**src/rtl/sap_core.sv**
```systemverilog
// Single-accumulator CPU core: PC, MAR, IR, A, B, ALU, flags, output register and
// internal RAM, sequenced by a variable-length T-state controller with halt/run control.
module sap_core #(
    parameter int DATA_WIDTH = 8,
    parameter int ADDR_WIDTH = 4
) (
    input  logic                  clk,
    input  logic                  clear_n,
    input  logic                  run,
    input  logic                  prog_we,
    input  logic [ADDR_WIDTH-1:0] prog_addr,
    input  logic [DATA_WIDTH-1:0] prog_data,
    output logic [DATA_WIDTH-1:0] data_out,
    output logic                  out_valid,
    output logic                  halted,
    output logic                  zero_flag,
    output logic                  carry_flag,
    output logic [4:0]            t_state
);
    localparam logic [3:0] OP_LDA = 4'h1;
    localparam logic [3:0] OP_ADD = 4'h2;
    localparam logic [3:0] OP_SUB = 4'h3;
    localparam logic [3:0] OP_STA = 4'h4;
    localparam logic [3:0] OP_LDI = 4'h5;
    localparam logic [3:0] OP_JMP = 4'h6;
    localparam logic [3:0] OP_JZ  = 4'h7;
    localparam logic [3:0] OP_JC  = 4'h8;
    localparam logic [3:0] OP_OUT = 4'hE;
    localparam logic [3:0] OP_HLT = 4'hF;

    typedef enum logic [2:0] {S_HALT, S_T0, S_T1, S_T2, S_T3, S_T4} state_t;

    state_t                state, state_next;
    logic [ADDR_WIDTH-1:0] pc, mar;
    logic [DATA_WIDTH-1:0] ir, acc, breg;
    logic [DATA_WIDTH-1:0] mem [2**ADDR_WIDTH];
    logic [DATA_WIDTH-1:0] mem_rd;
    logic [3:0]            opcode;
    logic [ADDR_WIDTH-1:0] operand;
    logic [DATA_WIDTH:0]   alu_res;
    logic                  is_arith;
    logic                  unused_ir;

    // SUB is A + ~B + 1 so carry out means "no borrow".
    function automatic logic [DATA_WIDTH:0] alu_add(input logic [DATA_WIDTH-1:0] a,
                                                    input logic [DATA_WIDTH-1:0] b,
                                                    input logic              sub);
        logic [DATA_WIDTH-1:0] b_eff;
        b_eff = sub ? ~b : b;
        return {1'b0, a} + {1'b0, b_eff} + {{DATA_WIDTH{1'b0}}, sub};
    endfunction

    assign mem_rd    = mem[mar];
    assign opcode    = ir[DATA_WIDTH-1 -: 4];
    assign operand   = ir[ADDR_WIDTH-1:0];
    assign unused_ir = ^ir;
    assign is_arith  = (opcode == OP_ADD) || (opcode == OP_SUB);
    assign alu_res   = alu_add(acc, breg, opcode == OP_SUB);

    always_ff @(posedge clk or negedge clear_n) begin
        if (!clear_n) state <= S_HALT;
        else          state <= state_next;
    end

    always_comb begin
        state_next = state;
        halted     = 1'b0;
        t_state    = 5'b00000;
        case (state)
            S_HALT: begin
                halted = 1'b1;
                if (run) state_next = S_T0;
            end
            S_T0: begin
                t_state    = 5'b00001;
                state_next = S_T1;
            end
            S_T1: begin
                t_state    = 5'b00010;
                state_next = S_T2;
            end
            S_T2: begin
                t_state = 5'b00100;
                case (opcode)
                    OP_LDA, OP_STA, OP_ADD, OP_SUB: state_next = S_T3;
                    OP_HLT:                         state_next = S_HALT;
                    default:                        state_next = S_T0;
                endcase
            end
            S_T3: begin
                t_state    = 5'b01000;
                state_next = is_arith ? S_T4 : S_T0;
            end
            S_T4: begin
                t_state    = 5'b10000;
                state_next = S_T0;
            end
            default: state_next = S_HALT;
        endcase
    end

    always_ff @(posedge clk or negedge clear_n) begin
        if (!clear_n) begin
            pc         <= '0;
            mar        <= '0;
            ir         <= '0;
            acc        <= '0;
            breg       <= '0;
            data_out   <= '0;
            out_valid  <= 1'b0;
            zero_flag  <= 1'b0;
            carry_flag <= 1'b0;
        end else begin
            out_valid <= 1'b0;
            case (state)
                S_T0: mar <= pc;
                S_T1: begin
                    ir <= mem_rd;
                    pc <= pc + ADDR_WIDTH'(1);
                end
                S_T2: begin
                    case (opcode)
                        OP_LDA, OP_STA, OP_ADD, OP_SUB: mar <= operand;
                        OP_LDI: acc <= DATA_WIDTH'(operand);
                        OP_JMP: pc  <= operand;
                        OP_JZ:  if (zero_flag)  pc <= operand;
                        OP_JC:  if (carry_flag) pc <= operand;
                        OP_OUT: begin
                            data_out  <= acc;
                            out_valid <= 1'b1;
                        end
                        default: ;
                    endcase
                end
                S_T3: begin
                    if (opcode == OP_LDA) acc  <= mem_rd;
                    else if (is_arith)    breg <= mem_rd;
                end
                S_T4: begin
                    {carry_flag, acc} <= alu_res;
                    zero_flag         <= (alu_res[DATA_WIDTH-1:0] == '0);
                end
                default: ;
            endcase
        end
    end

    // RAM is not reset; the host writes it only while halted, the core only via STA.
    always_ff @(posedge clk) begin
        if (state == S_HALT && prog_we)
            mem[prog_addr] <= prog_data;
        else if (state == S_T3 && opcode == OP_STA)
            mem[mar] <= acc;
    end
endmodule

```
**config.mk**
```make
export PLATFORM = sky130hd
export DESIGN_NAME = sap_core
export DESIGN_NICKNAME = d
export VERILOG_FILES = /design/src/rtl/sap_core.sv
export SDC_FILE = /design/constraint.sdc
export NUM_CORES = 1
export LEC_CHECK = 0
export CAP_MARGIN = 20
export CORE_MARGIN = 5
export CORE_UTILIZATION = 63
export CTS_CLUSTER_SIZE = 16
export DETAILED_ROUTE_END_ITERATION = 12
export DONT_BUFFER_PORTS = 1
export HOLD_SLACK_MARGIN = 0.06
export PLACE_DENSITY = 0.87
export SLEW_MARGIN = 20
export SYNTH_ARGS = -nofsm -noshare
export SYNTH_HDL_FRONTEND = slang
export SYNTH_SLANG_ARGS = --single-unit
```
**constraint.sdc**
```tcl
create_clock -name clk -period 3.2 [get_ports clk]
set_input_delay 0.48 -clock clk [delete_from_list [all_inputs] [get_ports clk]]
set_output_delay 0.48 -clock clk [all_outputs]
set_load 0.02 [all_outputs]
```
# [Word level (Yosys, flattened, before mapping)]
# Memories as Yosys holds them, arrays and structs flattened.
# Cells that the tools add are included.
[totals] regBits=46 mem_bits_rw=128 input_bits=16 output_inout_bits=17 word_cells=79 n_memories=1
[mem_list] name="mem" depth=16 word_bits=8 read_ports=1 rd_ports_with_merged_regs=0 wr=1 line_no="36" text="logic [DATA_WIDTH-1:0] mem [2**ADDR_WIDTH];"
[classes] addsub=3 n_eq_ne=22 mux=26 bitwise_logic=2 n_reduce_logical=15
[ops] cell="$mux 8" n=4
[ops] cell="$pmux 5 s5" n=1
[ops] cell="$pmux 8 s3" n=1
[ops] cell="$pmux 3 s6" n=1
[ops] cell="$eq 4x3->1 const B" n=4
[ops] cell="$mux 4" n=4
[ops] cell="$pmux 4 s2" n=2
[ops] cell="$eq 4x4->1 const B" n=3
[ops] cell="$pmux 4 s3" n=1
[ops] cell="$add 8x8->9" n=1
[ops] cell="$add 9x1->9" n=1
[ops] cell="$mux 1" n=9
[ops] cell="$eq 4x2->1 const B" n=2
[ops] cell="$logic_not 8->1" n=1
[ops] cell="$not 8->8" n=1
[ops] cell="$reduce_or 8->1" n=1
[ops] cell="$eq 3x2->1 const B" n=2
[ops] cell="$eq 3x3->1 const B" n=2
[ops] cell="$mux 3" n=2
[ops] cell="$ne 2x2->1 const B" n=3
[ops] cell="$ne 3x3->1 const B" n=2
[ops] cell="$pmux 3 s2" n=1
[ops] cell="$reduce_and 3->1" n=2
[ops] cell="$add 4x1->4 const B" n=1
[ops] cell="13 further kinds" n=16

# [Depth between registers and ports, before layout]
# Gate-level depths: netlist of run 1.
[logic_depth] depth_word=7 mapped_depth=11 ltp_nobuf=8

# [Worst setup path before layout of run 1]
# Ideal clock, no wire load.
[synth_path] path_kind="reg-to-reg" from="reg ir[7]" to="reg zero_flag" arrival_ps=2538 slack_ps=558 stages_incl_launch_ff=10 path_buffers=2 period_less_slack_ps=2642 cell_sequence="dfrtp_1 buf_4 nand4bb_2 buf_6 xnor2_1 fa_1 xor2_1 or4_1 or3_1 o41ai_2"
[synth_via] elab_chain_cells=5
[synth_rtl] item="start, declared" line_no="35" text="logic [DATA_WIDTH-1:0] ir, acc, breg;"
[synth_rtl] item="start signal, assigned" line_no="118" text="ir <= mem_rd;"
[synth_rtl] item="$eq 4x2->1 *" line_no="58" text="assign alu_res = alu_add(acc, breg, opcode == OP_SUB);"
[synth_rtl] item="$mux 8" line_no="49" text="b_eff = sub ? ~b : b;"
[synth_rtl] item="$add 8x8->9" line_no="50" text="return {1'b0, a} + {1'b0, b_eff} + {{DATA_WIDTH{1'b0}}, sub};"
[synth_rtl] item="$add 9x1->9 *" line_no="50"
[synth_rtl] item="$logic_not 8->1 *" line_no="141" text="zero_flag <= (alu_res[DATA_WIDTH-1:0] == '0);"
[synth_rtl] item="end signal, assigned" line_no="141"
[synth_rtl] item="end, declared" line_no="16" text="output logic zero_flag,"
# Every way passes the cells marked *; elsewhere a longest branch is shown, timed or not.
# A chain may end at the register's enable or synchronous reset.

# [Worst setup path in the final report of run 1]
[layout_path] from="reg ir[4]" to="reg zero_flag"
# Same word-level chain as after synthesis.

==> metrics.csv, run 1 <==
stage,metric,value,unit
run_status,status,"finished, final reports clean",
sta,Setup TNS,0,ns
sta,clock skew,0.00909,ns
final_layout,Final Util,0.726,
die,core area,12000,µm²
die,Chip Width,121,µm
critical_path,worst path bufs/invs,0,
global_routing,All-Layer GR Usage,0.260,
final_layout,ant diodes,0,
critical_path,Crit path depth,8,
power,Total Power,8160,µW
synth,syn nets,529,
synth,post-synthesis adder-cell area fraction,0.0155,
power,Leak,0.00318,µW
critical_path,worst-path fanout max,10,
synth,XOR/XNOR Fraction of Synth Area,0.0147,
critical_path,Worst R2R Path Depth,8,
route,drt total wl,17800,µm
final_layout,Nets,557,
die,die area,14600,µm²
synth,Post-synth ARST share,0.264,
die,row count,40,
power,PwrDens,936,nW/µm²
synth,ys flop type,edfxtp_1,
synth,Post-synth EDFFs,128,
global_routing,initial antenna violation count,0,
synth,post-synthesis compound-gate area fraction,0.0640,
global_routing,largest net degree at the start of global routing,47,
hold_path,Min-Delay Path Depth,2,
die,Die Y,121,µm
synth,ranking of synthesized cells by area,"edfxtp_1, dfrtp_1, mux4_2",
synth,Post-Syn Area,7730,µm²
synth,main combinational cell family by area after synthesis,multiplexers,
sta,Slew Limit Fails,0,
critical_path,CP max stage cell,a2111oi_2,
synth,sequential fraction of the synthesis area,0.646,
synth,share of the synthesized area in the top cell type,0.497,
critical_path,crit-path most repeated cell,xnor2_1,
cts,H-tree depth,4,
synth,Synth Area per Inst,15.3,µm²
critical_path,"slowest stage delay, CP",0.51,ns
cts,CTS tree,done,
final_layout,proportion of layout cells with a drive suffix above 1,0.246,
sta,RSZ-0062 raised after global routing,no,
synth,proportion of synthesized area in mux cells,0.149,
route,first drt pass iteration count,6,
critical_path,WP data required,3.52,ns
hold_path,Worst Hold Class,input pin to flop,
synth,synthesis warning total,0,
sta,fin crit share,0.918,
cts,CTS Buf Count,17,
final_layout,Area Growth Syn to Fin,12.8,%
global_routing,first-pass GRT wire length,27600,µm
cts,CTS resizes,0,
route,vias,4742,
critical_path,CP arrival,3.26,ns
global_routing,total gr overflow,0,
critical_path,Crit path max-delay family,simple AND/OR/NAND/NOR gates,
cts,Worst-Skew Late Latency,0.43,ns
cts,CTS max path bufs,2,
route,Detail Route Antenna Nets,0,
cts,# clock sinks,174,
global_routing,vias in the first global route,4686,
critical_path,crit start category,flop,
synth,post-synthesis simple-gate area fraction,0.0858,
route,vias per cell,6.85,
cts,CTS Root Cell,clkbuf_16,
cts,"Reg clk slew, reported paths",0.07,ns
place,DPL Wire Length,11500,µm
job,Max Cap Viol,0,
critical_path,CP cell instances,nand4bb_2 > xnor2_1 > ha_1 > and2_1 > and3_1 > a2111oi_2 > xnor2_1 > o41ai_2,
power,Max rail drop VDD,481,µV
place,Placer Congestion,0.965,
route,drt wl/cell,25.7,µm
synth,#FFs+latches synth,174,
sta,Final Hold Vio Count,0,
sta,Worst Max-Slew Pin Slew,0.747,ns
sta,final setup violation count,0,
route,DRC Markers,0,
sta,fmax,0.340,GHz
die,initial core utilization,0.643,
synth,Post-Syn Instances,504,
place,port bufs,0,
sta,Slew HR,0.499,
die,Ports,33,
sta,Tmin final,2.94,ns
synth,Yosys top cell by area,edfxtp_1,
critical_path,endpoint class of the critical path,flop,
route,DR iter-0 viols,674,
critical_path,kind of critical path,flop to flop,
synth,Yosys cell types,56,
-- layer usage --
| metal | part of all wire | track usage | wire length [µm] | vias up |
|---|---|---|---|---|
| met3 | 0.072 | 0.0533 | 1280 | 60 |
| met1 | 0.38 | 0.332 | 6680 | 2376 |
| met2 | 0.52 | 0.436 | 9160 | 291 |
| met5 | 0 | 0 | 0 | - |
| met4 | 0.037 | 0.110 | 656 | 0 |
| li1 | - | - | - | 2015 |
-- sequential cells by signal, indices dropped and copies added (netlist names) --
name	count
out_valid	1
acc	8
mem	128
pc	4
data_out	8
carry_flag	1
mar	4
ir	8
state	3
breg	8
zero_flag	1
-- cells by family (layout without fill, tap and decap cells) --
family / count (synthesis) / count (layout)
xor+xnor: 13 / 13
buf+inv: 35 / 76
fa+ha+maj: 9 / 9
mux: 65 / 65
compound gates: 72 / 72
simple gates: 136 / 136
flops: 174 / 174
-- placed cells by master (no fill, tap or decap), drive strengths merged, types with 13 or more instances in the layout --
master,n
a21oi,22
buf,34
clkbuf,18
dfrtp,46
edfxtp,128
mux2,22
mux4,38
nand2,46
nor2,34
o21ai,13
-- metrics by stage --
step                      area, µm²  std cells  setup slack [ns]  hold WS, ns
after floorplan                7730        504             0.558        0.184
after global placement         8040        658             0.401        0.185
after detailed placement       8040        658             0.303        0.185
after CTS                      8720        692             0.293        0.278
after global routing           8720        692            0.0490        0.282
final                          8720        692             0.263        0.293
-- synth_stat cells, drive strengths merged (3+ instances only) --
| library cell | n |
|---|---|
| xor2 | 3 |
| inv | 9 |
| nor2b | 4 |
| nor2 | 34 |
| a21oi | 22 |
| a22oi | 6 |
| a21o | 4 |
| nand2b | 5 |
| mux4 | 38 |
| nand3 | 10 |
| o21ai | 13 |
| and3 | 5 |
| nand2 | 46 |
| a31oi | 10 |
| nand4 | 4 |
| edfxtp | 128 |
| and2 | 4 |
| nor3b | 4 |
| mux2 | 22 |
| xnor2 | 10 |
| ha | 8 |
| clkbuf | 13 |
| buf | 13 |
| nor3 | 9 |
| mux2i | 5 |
| dfrtp | 46 |
-- worst paths after layout --
check,from,to,slack (ns)
setup / recovery,ir[4]$_DFFE_PN0N_,zero_flag$_DFFE_PN0P_,0.26
hold / removal,run,state[0]$_DFFE_PN0P_,0.29
setup reg to reg,ir[4]$_DFFE_PN0N_,zero_flag$_DFFE_PN0P_,0.26
hold reg to reg,breg[4]$_DFFE_PN0P_,breg[4]$_DFFE_PN0P_,0.54
max in group asynchronous,clear_n,mar[0]$_DFFE_PN0P_,2.41
min in group asynchronous,clear_n,carry_flag$_DFFE_PN0P_,0.57
-- repair_timing --
item | CTS | global route
hold buffers | 2 | 0
setup buffers | 0 | 0
hold endpoints to repair | 46 | 0
-- cell type report --
type                            count  area (µm²)
Timing Repair Buffer               35         310
Fill cell                         704        3290
Inverter                            9        33.8
Multi-Input combinational cell    295        2550
Clock inverter                     14         216
Tap cell                          147         184
Sequential cell                   174        5000
Clock buffer                       18         429
-- power by group --
| group | internal [µW] | switching, µW | total (µW) |
|---|---|---|---|
| logic | 1250 | 1390 | 2640 |
| registers | 2720 | 547 | 3270 |
| clock network | 1390 | 864 | 2250 |
No activity file was read; power rests on OpenSTA's default activity.
==> inputs of run 2 (changes only) <==
Settings changed: CORE_ASPECT_RATIO set to 0.7, HOLD_SLACK_MARGIN 0.06 to 0.08.
==> run 2 against run 1 <==
- core utilization grew 0.49 points
- worst setup slack better by 0.060 ns
- cell area down 0.67%
- first-iteration DRC count rose by 4.2%
- clock-buffer cell count stayed put
- global-route usage rose by 0.87 points
- via count up 1.3%
- sequential share of layout area grew 0.39 points
- register-to-register slack better by 0.06 ns
- sequential power barely moved
- maximum frequency increased by 2.1%
- critical path type unchanged
- highest routed layer unchanged
==> metrics.csv, run 2 (same netlist as run 1, synthesis figures left out) <==
stage,metric,value,unit,change
run_status,status,"finished, final reports clean",,
critical_path,CP max stage cell,dfrtp_1,,
power,PwrDens,941,nW/µm²,+0.56%
place,area of placed instances,8020,µm²,-0.22%
final_layout,"Most flops, register",mem,,
route,DRC Markers,0,,unchanged
place,Placer Congestion,0.950,,-1.6%
global_routing,met2 Resource Use GR,0.401,,-0.0354
place,port bufs,0,,unchanged
power,Clk pwr share,0.254,,-0.022
power,part of the power in registers,0.403,,+0.002
place,DPL Wire Length,12300,µm,+7.1%
route,DR iter-0 viols,702,,+4.2%
sta,Slew HR,0.349,,-0.151
global_routing,first-pass GRT wire length,28600,µm,+3.8%
route,first drt pass iteration count,5,,-1
route,vias,4804,,+1.3%
die,initial core utilization,0.652,,+0.00876
die,Die Y,103,µm,-15%
critical_path,CP arrival,3.20,ns,-0.06 ns
final_layout,Largest register FFs,128,,unchanged
power,Max rail drop VDD,807,µV,+68%
route,vias per cell,6.88,,+0.44%
sta,Tmin final,2.88,ns,-0.0600 ns
final_layout,"commonest non-fill, non-tap cell in the layout",edfxtp_1,,
final_layout,ant diodes,0,,unchanged
sta,RSZ-0062 raised after global routing,no,,
cts,# clock sinks,174,,unchanged
power,Total Power,8150,µW,-0.12%
final_layout,highest-count cells in the layout ignoring fill and taps,"edfxtp_1, nand2_1, dfrtp_1, mux4_2, nor2_1",,
route,drt wl/cell,26.4,µm,+2.7%
global_routing,M1 GR Usage,0.387,,+0.0556
die,core area,11900,µm²,-1.3%
job,Max Cap Viol,0,,unchanged
power,Leak,0.00314,µW,-1.4%
final_layout,proportion of layout cells with a drive suffix above 1,0.242,,-0.00373
critical_path,worst path bufs/invs,0,,unchanged
critical_path,endpoint class of the critical path,flop,,
sta,Final Hold Vio Count,0,,unchanged
critical_path,"slowest stage delay, CP",0.54,ns,+0.03 ns
final_layout,Nets,553,,-0.72%
cts,CTS max path bufs,2,,unchanged
sta,fin crit share,0.899,,-0.0188
hold_path,Worst Hold Class,input pin to flop,,
global_routing,vias in the first global route,4814,,+2.7%
cts,CTS tree,done,,
critical_path,Crit path max-delay family,compound AO/OA/AOI/OAI gates,,
global_routing,busiest grt layer,met2,,
global_routing,Global Route met3 Usage,0.0876,,+0.0343
die,die area,14600,µm²,+0.24%
cts,Worst-Skew Late Latency,0.43,ns,about the same
sta,final setup violation count,0,,unchanged
critical_path,CP cell instances,nand4bb_4 > xnor2_1 > ha_1 > and2_1 > and3_1 > a2111oi_2 > xnor2_1 > o41ai_2,,
sta,Worst Max-Slew Pin Slew,0.973,ns,+0.227 ns
final_layout,Area Growth Syn to Fin,12.1,%,
cts,CTS Buf Count,17,,unchanged
global_routing,total gr overflow,0,,unchanged
cts,H-tree depth,4,,unchanged
final_layout,Fillers,651,,-7.5%
critical_path,crit-path most repeated cell,xnor2_1,,
route,drt total wl,18400,µm,+3.6%
route,Detail Route Antenna Nets,0,,unchanged
sta,clock skew,0.0146,ns,+0.00548 ns
final_layout,Final Util,0.731,,+0.00493
power,Net Sw Power,2990,µW,+6.8%
critical_path,crit start category,flop,,
critical_path,kind of critical path,flop to flop,,
sta,fmax,0.348,GHz,+2.1%
power,Pint,5160,µW,-3.7%
global_routing,initial antenna violation count,0,,unchanged
global_routing,largest net degree at the start of global routing,47,,unchanged
die,Chip Width,142,µm,+18%
die,Ports,33,,unchanged
cts,CTS Root Cell,clkbuf_16,,
critical_path,WP data required,3.52,ns,about the same
cts,post-CTS setup buffer count,0,,unchanged
sta,Setup TNS,0,ns,unchanged
power,Sw Share,0.367,,+0.0239
die,row count,33,,-18%
global_routing,All-Layer GR Usage,0.268,,+0.00870
final_layout,cell area after layout,8660,µm²,-0.67%
power,Comb power frac,0.343,,+0.019
cts,"Reg clk slew, reported paths",0.07,ns,about the same
sta,Slew Limit Fails,0,,unchanged
critical_path,worst-path fanout max,10,,unchanged
-- run 2: cell types whose count changed in the layout (fill, tap and decap cells not counted) --
| cell | delta |
|---|---|
| buf_4 | -4 |
| nand4bb_2 | -1 |
| inv_8 | +1 |
| clkinv_1 | -1 |
| bufinv_16 | -3 |
| clkinv_2 | -1 |
| clkinv_4 | +4 |
| nand4bb_4 | +1 |
-- run 2: what timing repair did --
item,CTS,global route
gates resized for setup,0,1
hold buffers,2,0
hold endpoints to repair,46,0
setup endpoints to repair,0,1
-- run 2: worst reg2reg max path, cell delays in order (launching register included) --
cell,delay (ns)
dfrtp_1,0.54
nand4bb_4,0.30
xnor2_1,0.27
ha_1,0.31
and2_1,0.23
and3_1,0.21
a2111oi_2,0.51
xnor2_1,0.14
o41ai_2,0.28
-- run 2: worst paths after layout --
kind | start | cells after the start | slack (ns) | end
setup / recovery | ir[4]$_DFFE_PN0N_ | 8 | 0.32 | zero_flag$_DFFE_PN0P_
hold / removal | run | 2 | 0.33 | state[0]$_DFFE_PN0P_
setup reg to reg | ir[4]$_DFFE_PN0N_ | 8 | 0.32 | zero_flag$_DFFE_PN0P_
hold reg to reg | breg[1]$_DFFE_PN0P_ | 1 | 0.54 | breg[1]$_DFFE_PN0P_
max in group asynchronous | clear_n | 2 | 2.37 | mar[0]$_DFFE_PN0P_
min in group asynchronous | clear_n | 2 | 0.61 | data_out[3]$_DFFE_PN0P_
-- run 2: metal layers --
metal | vias up | part of all wire
met4 | 0 | 0.021
met1 | 2444 | 0.40
met3 | 40 | 0.12
met5 | - | 0
met2 | 313 | 0.46
li1 | 2007 | -
-- run 2: power by group through the flow --
stage / registers (µW) / logic, µW / clock network, µW
after global placement: 3290 / 2510 / 0
after global routing: 3340 / 2980 / 2170
after detailed placement: 3310 / 2630 / 0
after CTS: 3270 / 2720 / 2070
after floorplan: 3000 / 2170 / 0
final: 3280 / 2800 / 2070
-- run 2: layout make-up --
| type | instances | area, µm² | share of cell area |
|---|---|---|---|
| inverters | 9 | 33.8 | 0.00390 |
| clock buffers | 18 | 429 | 0.0496 |
| repair buffers | 31 | 280 | 0.0324 |
| well taps | 157 | 196 | 0.0227 |
| clock inverters | 14 | 164 | 0.0189 |
| flip-flops and latches | 174 | 5000 | 0.577 |
| multi-input cells | 295 | 2560 | 0.296 |
-- run 2: per-stage QoR --
step | hold slack [ns] | cells | worst slack [ns]
CTS | 0.319 | 698 | 0.187
floorplan | 0.184 | 504 | 0.558
finish | 0.334 | 698 | 0.323
detailed placement | 0.185 | 664 | 0.228
global placement | 0.186 | 664 | 0.365
global route | 0.337 | 698 | 0.130
